File: src/rtl/rr_select_arbiter_pkg.sv
// Shared types and sizes for the round-robin select arbiter and its priority picker.
// No logic here; latency and backpressure are defined by the modules that import it.
package rr_select_arbiter_pkg;

    localparam int N_REQ = 4;
    localparam int SEL_W = 2;

    typedef enum logic {
        IDLE  = 1'b0,
        GRANT = 1'b1
    } state_e;

    // Index after idx, wrapping naturally at the SEL_W boundary (3 -> 0).
    function automatic logic [SEL_W-1:0] next_idx(input logic [SEL_W-1:0] idx);
        return idx + SEL_W'(1);
    endfunction

endpackage

File: src/rtl/rr_select_arbiter_pick.sv
// Combinational rotating-priority pick: first set request scanning from ptr upward, mod N_REQ.
// Zero latency, no backpressure; any_o is low when no request is set and winner_o is then meaningless.
module rr_priority_pick
    import rr_select_arbiter_pkg::*;
(
    input  logic [N_REQ-1:0] req_i,
    input  logic [SEL_W-1:0] ptr_i,
    output logic [SEL_W-1:0] winner_o,
    output logic             any_o
);

    logic [SEL_W-1:0] idx;

    // Walk offsets from farthest to nearest so the nearest set bit is the last write.
    always_comb begin
        winner_o = ptr_i;
        any_o    = |req_i;
        idx      = '0;
        for (int i = N_REQ - 1; i >= 0; i--) begin
            idx = ptr_i + SEL_W'(i);
            if (req_i[idx]) begin
                winner_o = idx;
            end
        end
    end

endmodule

File: src/rtl/rr_select_arbiter.sv
// Round-robin arbiter driving the decoder select; grant registered one edge after req, held until done/drop/timeout.
// Holders release via done or by dropping req; one IDLE cycle always separates consecutive grants.
module rr_select_arbiter
    import rr_select_arbiter_pkg::*;
#(
    parameter int MAX_HOLD = 8,
    parameter int CNT_W    = 4
) (
    input  logic             clk,
    input  logic             rst_n,
    input  logic [N_REQ-1:0] req,
    input  logic             done,
    output logic [SEL_W-1:0] sel,
    output logic             sel_valid,
    output logic             busy,
    output logic             timeout
);

    localparam bit               HOLD_EN   = (MAX_HOLD != 0);
    localparam logic [CNT_W-1:0] HOLD_LAST = CNT_W'((MAX_HOLD == 0) ? 0 : MAX_HOLD - 1);

    state_e           state_q, state_d;
    logic [SEL_W-1:0] sel_q, sel_d;
    logic [SEL_W-1:0] ptr_q, ptr_d;
    logic [CNT_W-1:0] cnt_q, cnt_d;
    logic             timeout_q, timeout_d;

    logic [SEL_W-1:0] pick_winner;
    logic             pick_any;
    logic             rel_by_req;
    logic             rel_by_to;
    logic             release_now;

    rr_priority_pick u_pick (
        .req_i    (req),
        .ptr_i    (ptr_q),
        .winner_o (pick_winner),
        .any_o    (pick_any)
    );

    // A holder-initiated release (done or dropped request) takes precedence over the timeout.
    assign rel_by_req  = done | ~req[sel_q];
    assign rel_by_to   = HOLD_EN && (cnt_q == HOLD_LAST);
    assign release_now = rel_by_req | rel_by_to;

    always_ff @(posedge clk) begin
        if (!rst_n) begin
            state_q <= IDLE;
        end else begin
            state_q <= state_d;
        end
    end

    always_comb begin
        state_d = state_q;
        case (state_q)
            IDLE:    if (pick_any)    state_d = GRANT;
            GRANT:   if (release_now) state_d = IDLE;
            default: state_d = IDLE;
        endcase
    end

    always_ff @(posedge clk) begin
        if (!rst_n) begin
            sel_q     <= '0;
            ptr_q     <= '0;
            cnt_q     <= '0;
            timeout_q <= 1'b0;
        end else begin
            sel_q     <= sel_d;
            ptr_q     <= ptr_d;
            cnt_q     <= cnt_d;
            timeout_q <= timeout_d;
        end
    end

    // sel is left untouched on release so the decoder input does not glitch while sel_valid is low.
    always_comb begin
        sel_d     = sel_q;
        ptr_d     = ptr_q;
        cnt_d     = cnt_q;
        timeout_d = 1'b0;
        case (state_q)
            IDLE: begin
                if (pick_any) begin
                    sel_d = pick_winner;
                    cnt_d = '0;
                end
            end
            GRANT: begin
                if (release_now) begin
                    ptr_d     = next_idx(sel_q);
                    timeout_d = rel_by_to & ~rel_by_req;
                end else begin
                    cnt_d = cnt_q + CNT_W'(1);
                end
            end
            default: begin
                sel_d = sel_q;
            end
        endcase
    end

    always_comb begin
        sel       = sel_q;
        sel_valid = (state_q == GRANT);
        busy      = (state_q == GRANT);
        timeout   = timeout_q;
    end

endmodule

File: config.mk
export PLATFORM = sky130hd
export DESIGN_NAME = rr_select_arbiter
export DESIGN_NICKNAME = d
export VERILOG_FILES = /design/src/rtl/rr_select_arbiter_pkg.sv /design/src/rtl/rr_select_arbiter_pick.sv /design/src/rtl/rr_select_arbiter.sv
export SDC_FILE = /design/constraint.sdc
export NUM_CORES = 1
export LEC_CHECK = 0
export CORE_UTILIZATION = 49
export CTS_CLUSTER_DIAMETER = 150
export DETAILED_ROUTE_END_ITERATION = 8
export GPL_TIMING_DRIVEN = 0
export PLACE_DENSITY = 0.79
export SETUP_SLACK_MARGIN = 0.4
export SLEW_MARGIN = 30
export SYNTH_ARGS = -nofsm -noshare
export SYNTH_HDL_FRONTEND = slang
export SYNTH_HIERARCHICAL = 1
export SYNTH_SLANG_ARGS = --single-unit
File: constraint.sdc
create_clock -name clk -period 1.8 [get_ports clk]
set_input_delay 0.36 -clock clk [delete_from_list [all_inputs] [get_ports clk]]
set_output_delay 0.36 -clock clk [all_outputs]
set_load 0.1 [all_outputs]
==> metrics.txt <==
run status=finished clean; Final nets=106; Final Critical Period=1.57 ns; Hold WC Path Type=reg2reg; Num CTS Buffers=3; Critical Path Start Type=input pin; Synth area leader=dfxtp_1; # IOs=12; Yosys reg bits=10; Core ar.=1170 um^2; Chip Height=38.3 um; vias post-DR=696; maximum VDD drop=0.529 mV; PortBufs=11; clock tree buffer depth=2; Largest delay share family, worst path=multiplexers; TritonRoute pass-1 iters=4; Worst Path Required=2.00 ns; fillers=80; DRT antenna net count=0; GRT Residual Overflow=0; worst-path cell chain=dlygate4sd2_1 -> mux4_2 -> a2111o_1 -> o211ai_1; Pwr per Cell Area=757 nW/um^2; number of synthesized flops with an enable pin=0; post-synth net total=81; global-route wire length before repair=2.25 mm; crit path DAT=1.76 ns; gpl congestion=0.797; Finish-stage setup viols=0; largest cells by area after synthesis=dfxtp_1, nand3b_1, mux2i_1, o21ai_0, inv_1; Die ar.=1470 um^2; mapped cell area=647 um^2; top-area cell type share of the netlist area=0.309; Worst Path Max Fanout=7; placed cells=98; CTS H-tree lvls=1; unrepaired setup endpoints after global routing=yes; Starting Density=0.552; CP Class=in2reg; CTS tree=yes; synth warn=6; CP Capture Type=register; DRT Wirelength=1.75 mm; overall global routing resource usage=0.235; diode count=0; Most used DFF post-synth=dfxtp_1; FMAX=0.637 GHz; Die Wd=38.3 um; Multi-input gate area=453 um^2; Root Buffer=clkbuf_4; async set or reset register ratio after synthesis=0; initial DRC count=31; layout cells sized above 1=0.412; register area=219 um^2; critical path's slowest cell=mux4_2; most common cell in the netlist=dfxtp_1; HPWL after DPL=1.01 mm; CTS clk-pin slew, worst paths=0.07 ns; # DRC=0; Final Core Density=0.784; num rows=12; synth cell count leaders=dfxtp_1, inv_1, nand2_1, nand3b_1, o21ai_0; largest net degree at the start of global routing=11; Vias per Instance=6.27; max incr delay on CP=0.57 ns; Syn Area/Cell=8.86 um^2; layout overhead on the synthesized area=42.0%; DR WL/cell=15.7 um; post-synthesis sequential area ratio=0.309; initial antenna violation count=0; Final Hold Fails=0; Worst-Skew Late Latency=0.28 ns; vias in the first global route=535; Final Non-Filler Cells=111; period utilization=0.872; clk sinks=10; Cells after Synth=73; Worst Tran Pin Value=0.483 ns; Setup Skew=0.000603 ns; Netlist cell types=38; slew margin rel.=0.680; Slew Viols, Final=0; Static Leak=0.391 nW; max-cap violations=0; critical path buffer and inverter count=1
[cell families after synthesis]
group                      after synthesis  synth area share
AOI/OAI and AO/OA                       20             0.244
muxes                                    4            0.0812
buffers and inverters                    9            0.0580
xor gates and xnor gates                 1            0.0135
adders and majority gates                1            0.0193
and+or+nand+nor                         28             0.275
DFF                                     10             0.309
[power by group]
group	switching, mW	internal [mW]
logic	0.143	0.0934
registers	0.0135	0.237
clock network	0.0848	0.123
[placed cells by master (no fill, tap or decap), types with 2 or more instances in the layout]
| master | n |
|---|---|
| clkbuf_2 | 3 |
| dfxtp_2 | 3 |
| o21ai_0 | 5 |
| dfxtp_1 | 3 |
| mux2i_1 | 3 |
| nand2_1 | 5 |
| and2b_2 | 2 |
| clkbuf_4 | 3 |
| buf_4 | 13 |
| a21oi_1 | 2 |
| dlygate4sd2_1 | 2 |
| clkdlybuf4s50_1 | 2 |
| dfxtp_4 | 4 |
| inv_1 | 6 |
| nand3b_1 | 5 |
| nor2_1 | 4 |
[worst paths after layout]
kind,endpoint,slack [ns],from,cells past startpoint
worst max-delay path,cnt_q[3],0.23,req[2],4
worst min-delay path,ptr_q[1],0.52,ptr_q[1],1
worst max register to register,cnt_q[3],0.23,sel[0],3
worst min register to register,ptr_q[1],0.52,ptr_q[1],1
[worst reg2reg max path: stages, from the launching register on]
cell      delay [ns]
dfxtp_4         0.35
mux4_2          0.59
a2111o_1        0.44
o211ai_1        0.11
[sequential cells by signal, indices dropped and copies added (netlist names)]
| signal | flops |
|---|---|
| cnt_q | 4 |
| ptr_q | 2 |
| sel | 2 |
| busy | 1 |
| timeout | 1 |
[through the flow]
| step | power (mW) | hold slack (ns) | TNS (ns) | area (um^2) | setup slack (ns) |
|---|---|---|---|---|---|
| 2_1_floorplan | 0.406 | 0.480 | 0 | 666 | 0.00895 |
| 3_3_place_gp | 0.456 | 0.500 | -1.86 | 793 | -0.310 |
| 3_5_place_dp | 0.458 | 0.512 | -1.94 | 793 | -0.331 |
| 4_1_cts | 0.667 | 0.524 | 0 | 863 | 0.224 |
| 5_1_grt | 0.728 | 0.533 | 0 | 918 | 0.210 |
| 6_report | 0.696 | 0.520 | 0 | 918 | 0.230 |
[cell type report]
cell class	instances	area share
Tap cell	14	0.0191
Clock buffer	4	0.0395
Timing Repair Buffer	20	0.168
Inverter	6	0.0245
Multi-Input combinational cell	54	0.493
Sequential cell	10	0.238
Buffer	3	0.0177
[timing repair]
item / CTS / global route
endpoints found under the setup margin: 15 / 12
hold buffers: 0 / 0
endpoints found under the hold margin: 0 / 0
setup buffers: 6 / 3
pin swaps: 1 / 5
gates resized for setup: 37 / 15
[layer usage]
layer,GRT usage,up-vias,routed length [um]
li1,-,330,-
met1,0.263,327,722
met2,0.347,31,851
met3,0.110,8,125
met4,0.164,0,45
met5,0,-,0
No activity file was read; power rests on OpenSTA's default activity.
